<file path="src/rtl/me_pkg.sv">
// Shared constants, state type and width helper for the motion-estimator scan sequencer.
package me_pkg;

  localparam int unsigned NUM_PE_DEF       = 16;
  localparam int unsigned BLOCK_CYCLES_DEF = 256;
  localparam int unsigned NUM_ROWS_DEF     = 16;
  localparam int unsigned VEC_W            = 4;

  typedef enum logic [1:0] {
    IDLE = 2'd0,
    RUN  = 2'd1,
    DONE = 2'd2
  } me_state_t;

  // Ceiling log2; used to size counters from parameters.
  function automatic int unsigned clog2(input int unsigned value);
    int unsigned res;
    res = 0;
    for (int i = 0; i < 32; i++) begin
      if ((64'(1) << i) < 64'(value)) res = 32'(i) + 32'd1;
    end
    return res;
  endfunction

endpackage

</file>
<file path="src/rtl/me_scan_counter.sv">
// Pixel counter (cnt) and search row (row) pair; cnt wraps every pass, row advances per pass.
module me_scan_counter
  import me_pkg::*;
#(
  parameter int unsigned PASS_LEN = BLOCK_CYCLES_DEF + NUM_PE_DEF,
  parameter int unsigned NUM_ROWS = NUM_ROWS_DEF,
  parameter int unsigned CNT_W    = clog2(PASS_LEN)
) (
  input  logic             clock,
  input  logic             reset,
  input  logic             clear,
  input  logic             en,
  output logic [CNT_W-1:0] cnt,
  output logic [VEC_W-1:0] row,
  output logic             pass_last,
  output logic             scan_last
);

  logic [CNT_W-1:0] cnt_q, cnt_d;
  logic [VEC_W-1:0] row_q, row_d;

  assign pass_last = (cnt_q == CNT_W'(PASS_LEN - 1));
  assign scan_last = (row_q == VEC_W'(NUM_ROWS - 1));

  // Next count: clear wins; the last pass wraps row back to 0 so DONE/IDLE see a zeroed pair.
  always_comb begin
    cnt_d = cnt_q;
    row_d = row_q;
    if (clear) begin
      cnt_d = '0;
      row_d = '0;
    end else if (en) begin
      if (pass_last) begin
        cnt_d = '0;
        row_d = scan_last ? '0 : row_q + VEC_W'(1);
      end else begin
        cnt_d = cnt_q + CNT_W'(1);
      end
    end
  end

  // Counter registers.
  always_ff @(posedge clock or posedge reset) begin
    if (reset) begin
      cnt_q <= '0;
      row_q <= '0;
    end else begin
      cnt_q <= cnt_d;
      row_q <= row_d;
    end
  end

  assign cnt = cnt_q;
  assign row = row_q;

endmodule

</file>
<file path="src/rtl/me_scan_control.sv">
// Scan sequencer feeding the distortion comparator: IDLE/RUN/DONE FSM plus output decode
// of state, cnt and row. Define ME_SCAN_ABORT_EN to add the synchronous abort input.
module me_scan_control
  import me_pkg::*;
#(
  parameter  int unsigned NUM_PE       = NUM_PE_DEF,
  parameter  int unsigned BLOCK_CYCLES = BLOCK_CYCLES_DEF,
  parameter  int unsigned NUM_ROWS     = NUM_ROWS_DEF,
  localparam int unsigned ADDR_W       = clog2(BLOCK_CYCLES)
) (
`ifdef ME_SCAN_ABORT_EN
  input  logic              abort,
`endif
  input  logic              clock,
  input  logic              reset,
  input  logic              start,
  output logic              CompStart,
  output logic [NUM_PE-1:0] PEready,
  output logic [VEC_W-1:0]  vectorX,
  output logic [VEC_W-1:0]  vectorY,
  output logic [NUM_PE-1:0] newDist,
  output logic [ADDR_W-1:0] AddressR,
  output logic              busy,
  output logic              completed
);

  localparam int unsigned PASS_LEN = BLOCK_CYCLES + NUM_PE;
  localparam int unsigned CNT_W    = clog2(PASS_LEN);

  me_state_t        state_q;
  logic [CNT_W-1:0] cnt;
  logic [VEC_W-1:0] row;
  logic             pass_last;
  logic             scan_last;
  logic             run;
  logic             abort_hit;
  logic             in_acc;
  logic [CNT_W-1:0] x_off;

  assign run = (state_q == RUN);

`ifdef ME_SCAN_ABORT_EN
  assign abort_hit = run && abort;
`else
  assign abort_hit = 1'b0;
`endif

  me_scan_counter #(
    .PASS_LEN (PASS_LEN),
    .NUM_ROWS (NUM_ROWS),
    .CNT_W    (CNT_W)
  ) u_counter (
    .clock     (clock),
    .reset     (reset),
    .clear     (!run || abort_hit),
    .en        (run),
    .cnt       (cnt),
    .row       (row),
    .pass_last (pass_last),
    .scan_last (scan_last)
  );

  // Scan FSM: start only sampled in IDLE, DONE is a single-cycle completion state.
  always_ff @(posedge clock or posedge reset) begin
    if (reset) begin
      state_q <= IDLE;
    end else begin
      case (state_q)
        IDLE:    if (start) state_q <= RUN;
        RUN: begin
          if (abort_hit)                   state_q <= IDLE;
          else if (pass_last && scan_last) state_q <= DONE;
        end
        DONE:    state_q <= IDLE;
        default: state_q <= IDLE;
      endcase
    end
  end

  // Accumulation phase covers cnt 0..BLOCK_CYCLES-1; results drain one PE per cycle after it.
  assign in_acc = (cnt < CNT_W'(BLOCK_CYCLES));
  assign x_off  = cnt - CNT_W'(BLOCK_CYCLES);

  // One-hot clear and ready strobes, one bit per PE.
  for (genvar i = 0; i < NUM_PE; i++) begin : g_pe
    assign newDist[i] = run && (cnt == CNT_W'(i));
    assign PEready[i] = run && (cnt == CNT_W'(BLOCK_CYCLES + i));
  end

  assign AddressR  = (run && in_acc)  ? ADDR_W'(cnt)  : '0;
  assign vectorX   = (run && !in_acc) ? VEC_W'(x_off) : '0;
  assign vectorY   = run ? row : '0;
  assign CompStart = run && !((row == '0) && in_acc);
  assign busy      = run;
  assign completed = (state_q == DONE);

endmodule

</file>
<file path="config.mk">
export PLATFORM = sky130hd
export DESIGN_NAME = me_scan_control
export DESIGN_NICKNAME = d
export VERILOG_FILES = /design/src/rtl/me_pkg.sv /design/src/rtl/me_scan_counter.sv /design/src/rtl/me_scan_control.sv
export SDC_FILE = /design/constraint.sdc
export NUM_CORES = 1
export LEC_CHECK = 0
export BUFFER_PORTS_ARGS = -buffer_cell sky130_fd_sc_hd__clkbuf_2
export CAP_MARGIN = 5
export CORE_ASPECT_RATIO = 0.9
export CORE_MARGIN = 2
export CORE_UTILIZATION = 49
export DETAILED_ROUTE_END_ITERATION = 16
export PLACE_DENSITY_LB_ADDON = 0.1
export SETUP_SLACK_MARGIN = 0.4
export SYNTH_ARGS = -nofsm -noshare
export SYNTH_HDL_FRONTEND = slang
export SYNTH_HIERARCHICAL = 1
export SYNTH_SLANG_ARGS = --single-unit
export TNS_END_PERCENT = 1
</file>
<file path="constraint.sdc">
create_clock -name clock -period 2.44 [get_ports clock]
set_clock_uncertainty 0.05 [all_clocks]
set_input_delay 0.488 -clock clock [delete_from_list [all_inputs] [get_ports clock]]
set_output_delay 0.488 -clock clock [all_outputs]
set_load 0.01 [all_outputs]
</file>
==> metrics.cfg, run 1 <==
[sta]
slew_viol_final = 0
rsz0062_at_grt = true
min_period_ps = 2490
hold_ws_ps = 511
tightest_slew_ps = 545
max_slew_margin = 0.636
setup_slack_ps = -51.7
period_share = 1.02
setup_viol = 5
max_freq_mhz = 401
final_hold_viol_count = 0
setup_tns_ps = -101

[worst_setup_path]
worstSetupPathType = reg2out
crit_chain = or4_4 -> buf_16 -> nor4_4 -> buf_2
worstSetupStartpointType = flop
worstPathArrival_ps = 1950
ff2ff_setup_slack_ps = 480
critPathCaptureType = output port
path_delay_family = simple AND/OR/NAND/NOR gates
path_buf_inv = 2
crit_slowest_cell = or4_4
crit_fanout = 8
cpPeakStageDelay_ps = 580
critPathRequiredTime_ps = 1900

[pwr]
fin_total_pwr_mw = 2.53
p_leak_nw = 0.979
power.density_nw_per_um2 = 1090
peakVddDrop_v = 0.000606

[cts]
cts.sinks = 15
htree_levels = 1
cts_setup_buffers = 0
cts_tree = built
clockBufferDepth = 2
clkTransAtPathRegs_ps = 100
cts_root_buf = clkbuf_4
clk_latency_ps = 290
cts_made_buffers = 3

[detailed_routing]
drcViolationCount = 0
avgRoutedWirePerCell_um = 20.1
ant_nets = 0
routed_wl_um = 5320
drtIter0Drc = 144
dr_total_vias = 1700
drt-pass1-iter-count = 5
viasPerCell = 6.42

[global_routing]
grt_first_pass_wirelength_um = 8020
grt_start_max_net_pins = 15
grt_pass1_vias = 1530
grt_usage = 0.329
grt_overflow = 0
antenna_found_initial = 0

[floorplan]
die_height_um = 55.1
ioPinCount = 54
die_x_um = 60.8
start_util = 0.518
fp.dieArea_um2 = 3350
rows = 18
fp.coreArea_um2 = 2750

[yosys]
synth_enable_flop_cells = 0
synth-main-ff-cell = dfrtp_1
synth_cell_types = 46
yosysWarnings = 6
syn_area_um2 = 1420
syn_nets = 171
ys_seq_area_frac = 0.264
synth_seq_cells = 15
syn_avg_cell_area_um2 = 8.57
synthArstFlopShare = 1.00
synthCells = 166

[place]
numPortBuffers = 53
dp_hpwl_um = 2980
place_area_um2 = 2160
place_ws_ps = 202
place_inst = 257
gp_congestion = 0.762

[final_layout]
area_growth_pct = 62.5
fin_nets = 231
fin_cells = 265
layout-drive-gt1-share = 0.547
postLayoutCoreUtil = 0.842
final_cell_mix = nor4_4 (32), buf_2 (32), clkbuf_2 (21)
stdcell_area_um2 = 2310
diodes = 0

[run_status]
violations = setup timing
status = complete, but fails checks

[job]
cap_viol_max_count = 0

[hold_path]
hold_path_class = in2reg

## worst register-to-register path, stage by stage (launching register included)
cell	delay, ps
dfrtp_1	400
buf_4	170
nand2b_1	200
buf_4	250
o21ai_0	180
or4_1	520
a21oi_1	140
## where the power goes
group | total, mW | internal (mW) | switching, mW
clock network | 0.149 | 0.0636 | 0.0852
registers | 0.391 | 0.306 | 0.0846
logic | 1.99 | 0.695 | 1.30
## timing repair
action	4_1_cts	5_1_grt
setup endpoints to repair	37	57
resized for setup	5	39
cloned	3	0
pin swaps	33	1
hold buffers	1	0
endpoints found under the hold margin	2	0
## registers in the layout, indices dropped and copies added (netlist names)
name,cells
u_counter/cnt,9
u_counter/row,4
state_q,2
## synthesized netlist by cell type, types with 4 or more instances
cell,number,area (µm²)
a21oi_1,10,50.1
and2_1,11,68.8
and3_1,4,25.0
buf_2,4,20.0
buf_6,4,45.0
clkbuf_1,6,22.5
dfrtp_1,15,375
inv_1,7,26.3
nand2_1,6,22.5
nand2b_1,5,31.3
nand4_1,7,43.8
nor2_1,8,30.0
nor4_1,21,131
nor4_2,11,138
o31ai_1,4,30.0
## cell families (layout without fill, tap and decap cells)
group                      Yosys count  count (layout)  synth area share
DFF                                 15              15             0.264
AOI/OAI and AO/OA                   23              23             0.115
adders and majority gates            2               2            0.0176
xor gates and xnor gates             3               3            0.0185
and+or+nand+nor                     97              97             0.473
muxes                                1               1           0.00792
buffers and inverters               25              84             0.104
## layer usage
metal  vias up  GRT usage  wire length, µm
met2       135      0.530             2510
met3        26     0.0744              482
met5         -          0                0
met1       791      0.439             2100
li1        748          -                -
met4         0      0.109              225
## layout make-up
type                            instances  area, µm²
Timing Repair Buffer                   73        502
Tap cell                               40       50.0
Clock buffer                            4       26.3
Fill cell                             173        435
Multi-Input combinational cell        126       1330
Inverter                                7       28.8
Sequential cell                        15        378
## final timing paths
check / start / to / depth (start not counted)
hold / removal: start / state_q[0] / 3
min in group asynchronous: reset / state_q[1] / 3
setup reg to reg: state_q[0] / u_counter/cnt[7] / 6
max in group asynchronous: reset / u_counter/cnt[8] / 3
hold reg to reg: state_q[1] / state_q[0] / 1
setup / recovery: u_counter/cnt[7] / PEready[7] / 4
Note: power is estimated with default switching activity, not from simulation.
==> inputs of run 2 (changes only) <==
Settings changed: ABC_AREA set to 1, CORE_UTILIZATION 49 to 48.
==> run 2 against run 1 <==
The run now ends clean; die area shrank 4.6%; final area shrank 19%; total power shrank 43%; sequential power grew 15%; via count shrank 5.4%; core utilization shrank 14 points; cell count grew 20%; first-iteration DRC count shrank 44%; largest power group unchanged; clock power shrank 5%; synthesized cell count grew 33%; combinational power shrank 58%; non-clock buffer count shrank 7.
==> metrics.cfg, run 2 <==
[yosys]
yosysWarnings = 6  ; unchanged
synthArstFlopShare = 1.00  ; unchanged
synth_compound_area_frac = 0.0321  ; -0.0831
ys_seq_area_frac = 0.283  ; +0.0194
synth_top_area_share = 0.283  ; +0.0194
synth_top_family_by_area = simple AND/OR/NAND/NOR gates
syn_area_um2 = 1330  ; -6.9%
yosysTopAreaCell = dfrtp_1
synthMostInstantiatedCell = nor2_1
yosys.area_share.simple = 0.526  ; +0.0528
synth-main-ff-cell = dfrtp_1
synthCells = 220  ; +33%
synth_area_leaders = dfrtp_1 (28%), nor2_1 (17%), nand2_1 (14%)
synthAdderAreaFrac = 0.0189  ; +0.00130
syn_nets = 225  ; +32%
muxShareOfSynthArea = 0  ; -0.00792
synth_enable_flop_cells = 0  ; unchanged
synth_cell_types = 27  ; -41%
syn_avg_cell_area_um2 = 6.02  ; -30%
synth_seq_cells = 15  ; unchanged
netlist_top_cells_count = nor2_1 (59), nand2_1 (49), inv_1 (30)
synth_xor_area_frac = 0.0198  ; +0.00136

[global_routing]
grt_start_max_net_pins = 25  ; +10
grt_first_pass_wirelength_um = 5330  ; -34%
grt_pass1_vias = 1174  ; -23%
antenna_found_initial = 0  ; unchanged
grt_usage = 0.218  ; -0.111
grt_overflow = 0  ; unchanged

[sta]
setup_slack_ps = 417  ; +469 ps
tightest_slew_ps = 533  ; -11.6 ps
final_hold_viol_count = 0  ; unchanged
period_share = 0.829  ; -0.192
max_freq_mhz = 494  ; +23%
max_slew_margin = 0.644  ; +0.00775
hold_ws_ps = 462  ; -49.0 ps
setup_tns_ps = 0  ; +101 ps
rsz0062_at_grt = true
setup_viol = 0  ; -5
min_period_ps = 2020  ; -469 ps
slew_viol_final = 0  ; unchanged

[worst_setup_path]
worstSetupPathType = reg2out
crit_slowest_cell = dfrtp_2
ff2ff_setup_slack_ps = 620  ; +140 ps
critPathCaptureType = output port
crit_fanout = 8  ; unchanged
r2r_end = u_counter/cnt[3]
path_buf_inv = 2  ; unchanged
rr_worst_depth = 10  ; +4
crit_chain = nor2_4 -> buf_12 -> nand3_4 -> nor3_1 -> clkbuf_2
worstSetupStartpointType = flop
worstPathArrival_ps = 1480  ; -470 ps
path_delay_family = flip-flops
critPathRequiredTime_ps = 1900  ; about the same
r2r_start = state_q[0]
cpPeakStageDelay_ps = 470  ; -110 ps

[cts]
clk_latency_ps = 280  ; about the same
clkTransAtPathRegs_ps = 90  ; about the same
htree_levels = 1  ; unchanged
cts_tree = built
cts_made_buffers = 3  ; unchanged
cts_root_buf = clkbuf_4
cts.sinks = 15  ; unchanged
clockBufferDepth = 2  ; unchanged

[hold_path]
min_to = state_q[0]
min_path_cells = 1  ; -2
hold_path_class = reg2reg
holdCritStartpoint = state_q[0]

[pwr]
sw_frac_of_total = 0.482  ; -0.0974
p_clk_frac = 0.099  ; +0.040
intPower_uw = 742  ; -30%
power.density_nw_per_um2 = 767  ; -30%
fin_total_pwr_mw = 1.43  ; -43%
peakVddDrop_v = 0.000523  ; -14%
seqPwrFrac = 0.314  ; +0.160
power.switching_uw = 690  ; -53%
p_leak_nw = 0.984  ; +0.49%
combPwrFrac = 0.587  ; -0.200

[floorplan]
fp.coreArea_um2 = 2680  ; -2.5%
start_util = 0.494  ; -0.0234
die_x_um = 59.4  ; -2.3%
fp.dieArea_um2 = 3200  ; -4.6%
die_height_um = 53.8  ; -2.3%
ioPinCount = 54  ; unchanged
rows = 18  ; unchanged

[final_layout]
largest_reg_flops = 9  ; unchanged
layout_commonest_cell = nor2_1
fin_nets = 293  ; +27%
final_cell_mix = nor2_1 (56), clkbuf_2 (53), nand2_1 (46)
layout-drive-gt1-share = 0.390  ; -0.156
diodes = 0  ; unchanged
area_growth_pct = 40.9
postLayoutCoreUtil = 0.697  ; -0.145

[detailed_routing]
viasPerCell = 5.08  ; -21%
ant_nets = 0  ; unchanged
dr_total_vias = 1609  ; -5.4%
avgRoutedWirePerCell_um = 11.7  ; -42%
drtIter0Drc = 81  ; -44%
drcViolationCount = 0  ; unchanged
drt-pass1-iter-count = 4  ; -1
routed_wl_um = 3700  ; -30%

[job]
cap_viol_max_count = 0  ; unchanged

[run_status]
status = completed

[place]
gp_congestion = 0.850  ; +12%
dp_hpwl_um = 2510  ; -16%
place_ws_ps = 503  ; +300 ps
numPortBuffers = 53  ; unchanged

[run 2: layer usage]
metal	vias up	GRT usage	routed length [µm]
met2	64	0.368	1800
met1	720	0.299	1640
met5	-	0	0
met4	0	0.0682	23
met3	4	0.0168	247
li1	821	-	-
[run 2: timing repair]
action / CTS / global route
endpoints found under the hold margin: 2 / 0
hold buffers: 1 / 0
cloned: 0 / 2
gates resized for setup: 8 / 25
pin swaps: 0 / 3
buffers inserted: 0 / 10
setup endpoints to repair: 44 / 37
[run 2: stage by stage]
step | instance area [µm²] | cells
final | 1870 | 317
after global routing | 1870 | 317
after CTS | 1680 | 305
after detailed placement | 1610 | 300
after global placement | 1610 | 300
after floorplan | 1330 | 220
[run 2: how the worst max path moves through the flow]
stage / slack [ps] / end / startpoint / depth (start not counted)
after floorplan: 430 / u_counter/cnt[3] / state_q[0] / 8
after global placement: 490 / newDist[3] / u_counter/cnt[8] / 3
after detailed placement: 500 / newDist[13] / u_counter/cnt[8] / 3
after CTS: 360 / PEready[12] / u_counter/cnt[4] / 5
after global routing: 340 / newDist[15] / u_counter/cnt[7] / 5
final: 420 / PEready[3] / u_counter/cnt[7] / 5
[run 2: kinds of logic (layout without fill, tap and decap cells)]
| logic type | after synthesis | after routing |
|---|---|---|
| simple gates | 155 | 156 |
| buf+inv | 38 | 104 |
| xor+xnor | 3 | 3 |
| compound gates | 7 | 7 |
| fa+ha+maj | 2 | 2 |
| flops | 15 | 15 |
[run 2: cell type report]
type	instances	area, µm²
Timing Repair Buffer	66	390
Tap cell	30	37.5
Multi-Input combinational cell	168	888
Timing Repair inverter	1	5.00
Sequential cell	15	387
Inverter	33	133
Clock buffer	4	26.3
Fill cell	238	813
[run 2: power by group through the flow]
stage | sequential [mW] | combinational (mW) | clock [mW]
6_report | 0.450 | 0.840 | 0.142
5_1_grt | 0.462 | 0.934 | 0.158
4_1_cts | 0.430 | 0.627 | 0.147
3_5_place_dp | 0.429 | 0.603 | 0
3_3_place_gp | 0.429 | 0.601 | 0
2_1_floorplan | 0.398 | 0.457 | 0
==> inputs of run 3 (changes only) <==
Clock period 2.44 ns to 2.1 ns, I/O delays scaled along.
==> run 3 against run 2 <==
Non-clock buffer count is 7 higher; final area is 4.4% higher; flip-flop and latch count stayed put; core utilization is 3.1 points higher; die area stayed put; via count is 0.68% lower; setup slack worse by 230 ps; register-to-register slack worse by 160 ps.
==> metrics.cfg, run 3 (same netlist as run 2, synthesis figures left out) <==
[final_layout]
final_cell_mix = nor2_1 (54), clkbuf_2 (53), nand2_1 (45)
diodes = 0  ; unchanged
fin_nets = 299  ; +2.0%
postLayoutCoreUtil = 0.727  ; +0.0308
fin_cells = 323  ; +1.9%
layout_commonest_cell = nor2_1
area_growth_pct = 47.1
largest_reg_flops = 9  ; unchanged
fillers = 231  ; -2.9%
stdcell_area_um2 = 1950  ; +4.4%
layout-drive-gt1-share = 0.416  ; +0.0261

[cts]
cts_made_buffers = 3  ; unchanged
cts_tree = built
clkTransAtPathRegs_ps = 90  ; about the same
clk_latency_ps = 280  ; about the same
cts_root_buf = clkbuf_4
htree_levels = 1  ; unchanged
cts.sinks = 15  ; unchanged
clockBufferDepth = 2  ; unchanged

[sta]
period_share = 0.913
slew_viol_final = 0  ; unchanged
tightest_slew_ps = 542  ; +8.34 ps
rsz0062_at_grt = true
setup_tns_ps = 0  ; unchanged
setup_viol = 0  ; unchanged
min_period_ps = 1920
max_freq_mhz = 522
max_slew_margin = 0.639  ; -0.00556
final_hold_viol_count = 0  ; unchanged
setup_slack_ps = 183  ; -235 ps
hold_ws_ps = 398  ; -63.8 ps

[place]
place_ws_ps = 241  ; -262 ps
place_inst = 302  ; +0.67%
gp_congestion = 0.828  ; -2.6%
place_area_um2 = 1640  ; +1.4%
dp_hpwl_um = 2570  ; +2.4%
numPortBuffers = 53  ; unchanged

[floorplan]
start_util = 0.494  ; unchanged
fp.coreArea_um2 = 2680  ; unchanged
fp.dieArea_um2 = 3200  ; unchanged
die_x_um = 59.4  ; unchanged
rows = 18  ; unchanged
ioPinCount = 54  ; unchanged
die_height_um = 53.8  ; unchanged

[global_routing]
grt_overflow = 0  ; unchanged
grt_start_max_net_pins = 21  ; -16%
grt_usage = 0.245  ; +0.0269
antenna_found_initial = 0  ; unchanged
grt_first_pass_wirelength_um = 5950  ; +12%
grt_pass1_vias = 1316  ; +12%

[pwr]
fin_total_pwr_mw = 1.76  ; +23%
p_leak_nw = 1.04  ; +5.4%
power.density_nw_per_um2 = 904  ; +18%
peakVddDrop_v = 0.000754  ; +44%

[detailed_routing]
drcViolationCount = 0  ; unchanged
viasPerCell = 4.95  ; -2.5%
avgRoutedWirePerCell_um = 11.7  ; +0.16%
drtIter0Drc = 67  ; -17%
drt-pass1-iter-count = 5  ; +1
ant_nets = 0  ; unchanged
routed_wl_um = 3780  ; +2.1%
dr_total_vias = 1598  ; -0.68%

[worst_setup_path]
r2r_start = u_counter/cnt[1]
worstSetupStartpoint = u_counter/cnt[7]
worstSetupPathType = reg2out
rr_worst_depth = 9  ; -1
crit_end = PEready[11]
worstSetupStartpointType = flop
ff2ff_setup_slack_ps = 460  ; -160 ps
crit_fanout = 8  ; unchanged
worstPathArrival_ps = 1450  ; -30 ps
r2r_end = u_counter/cnt[4]
critPathRequiredTime_ps = 1630  ; -270 ps
critPathCaptureType = output port

[job]
cap_viol_max_count = 0  ; unchanged

[hold_path]
hold_path_class = in2reg
holdCritStartpoint = start

[run_status]
status = completed

-- run 3: changes by cell type in the layout (fill, tap and decap cells not counted), moves of 2 or more --
cell | before | now
nor2_1 | 56 | 54
buf_4 | 10 | 16
nor3_1 | 12 | 9
nor3_2 | 5 | 8
-- run 3: layout make-up --
cell class | count | area (µm²) | area share
multi-input combinational | 168 | 925 | 0.474
timing repair buffer | 73 | 447 | 0.229
sequential | 15 | 385 | 0.198
inverter | 33 | 129 | 0.0661
tap | 30 | 37.5 | 0.0193
clock buffer | 4 | 26.3 | 0.0135
-- run 3: power breakdown --
group | internal, mW | switching [mW]
Combinational | 0.485 | 0.652
Clock | 0.0737 | 0.0892
Sequential | 0.370 | 0.0925
Total | 0.928 | 0.834
-- run 3: critical path: stages, from the launching register on --
cell and delay [ps]:
dfrtp_1 420, nor2_4 160, buf_12 120, nand3_4 140, nor3_2 160, clkbuf_2 160
-- run 3: how the worst min path moves through the flow --
| stage | slack (ps) | end | cells past startpoint |
|---|---|---|---|
| floorplan | 110 | state_q[0] | 1 |
| global placement | 220 | state_q[1] | 2 |
| detailed placement | 220 | state_q[0] | 2 |
| CTS | 380 | state_q[0] | 3 |
| global route | 430 | state_q[0] | 3 |
| finish | 400 | state_q[0] | 3 |
-- run 3: layer usage --
metal,GRT usage,vias to the layer above,part of all wire
met1,0.298,720,0.45
met3,0.0168,2,0.043
li1,-,831,-
met5,0,-,0
met4,0.0682,0,0.0034
met2,0.465,45,0.51
-- run 3: timing repair --
action,4_1_cts,5_1_grt
setup endpoints to repair,49,52
cloned,1,0
endpoints found under the hold margin,2,0
gates resized for setup,37,1
pin swaps,4,0
buffers inserted,15,0
hold buffers,1,0
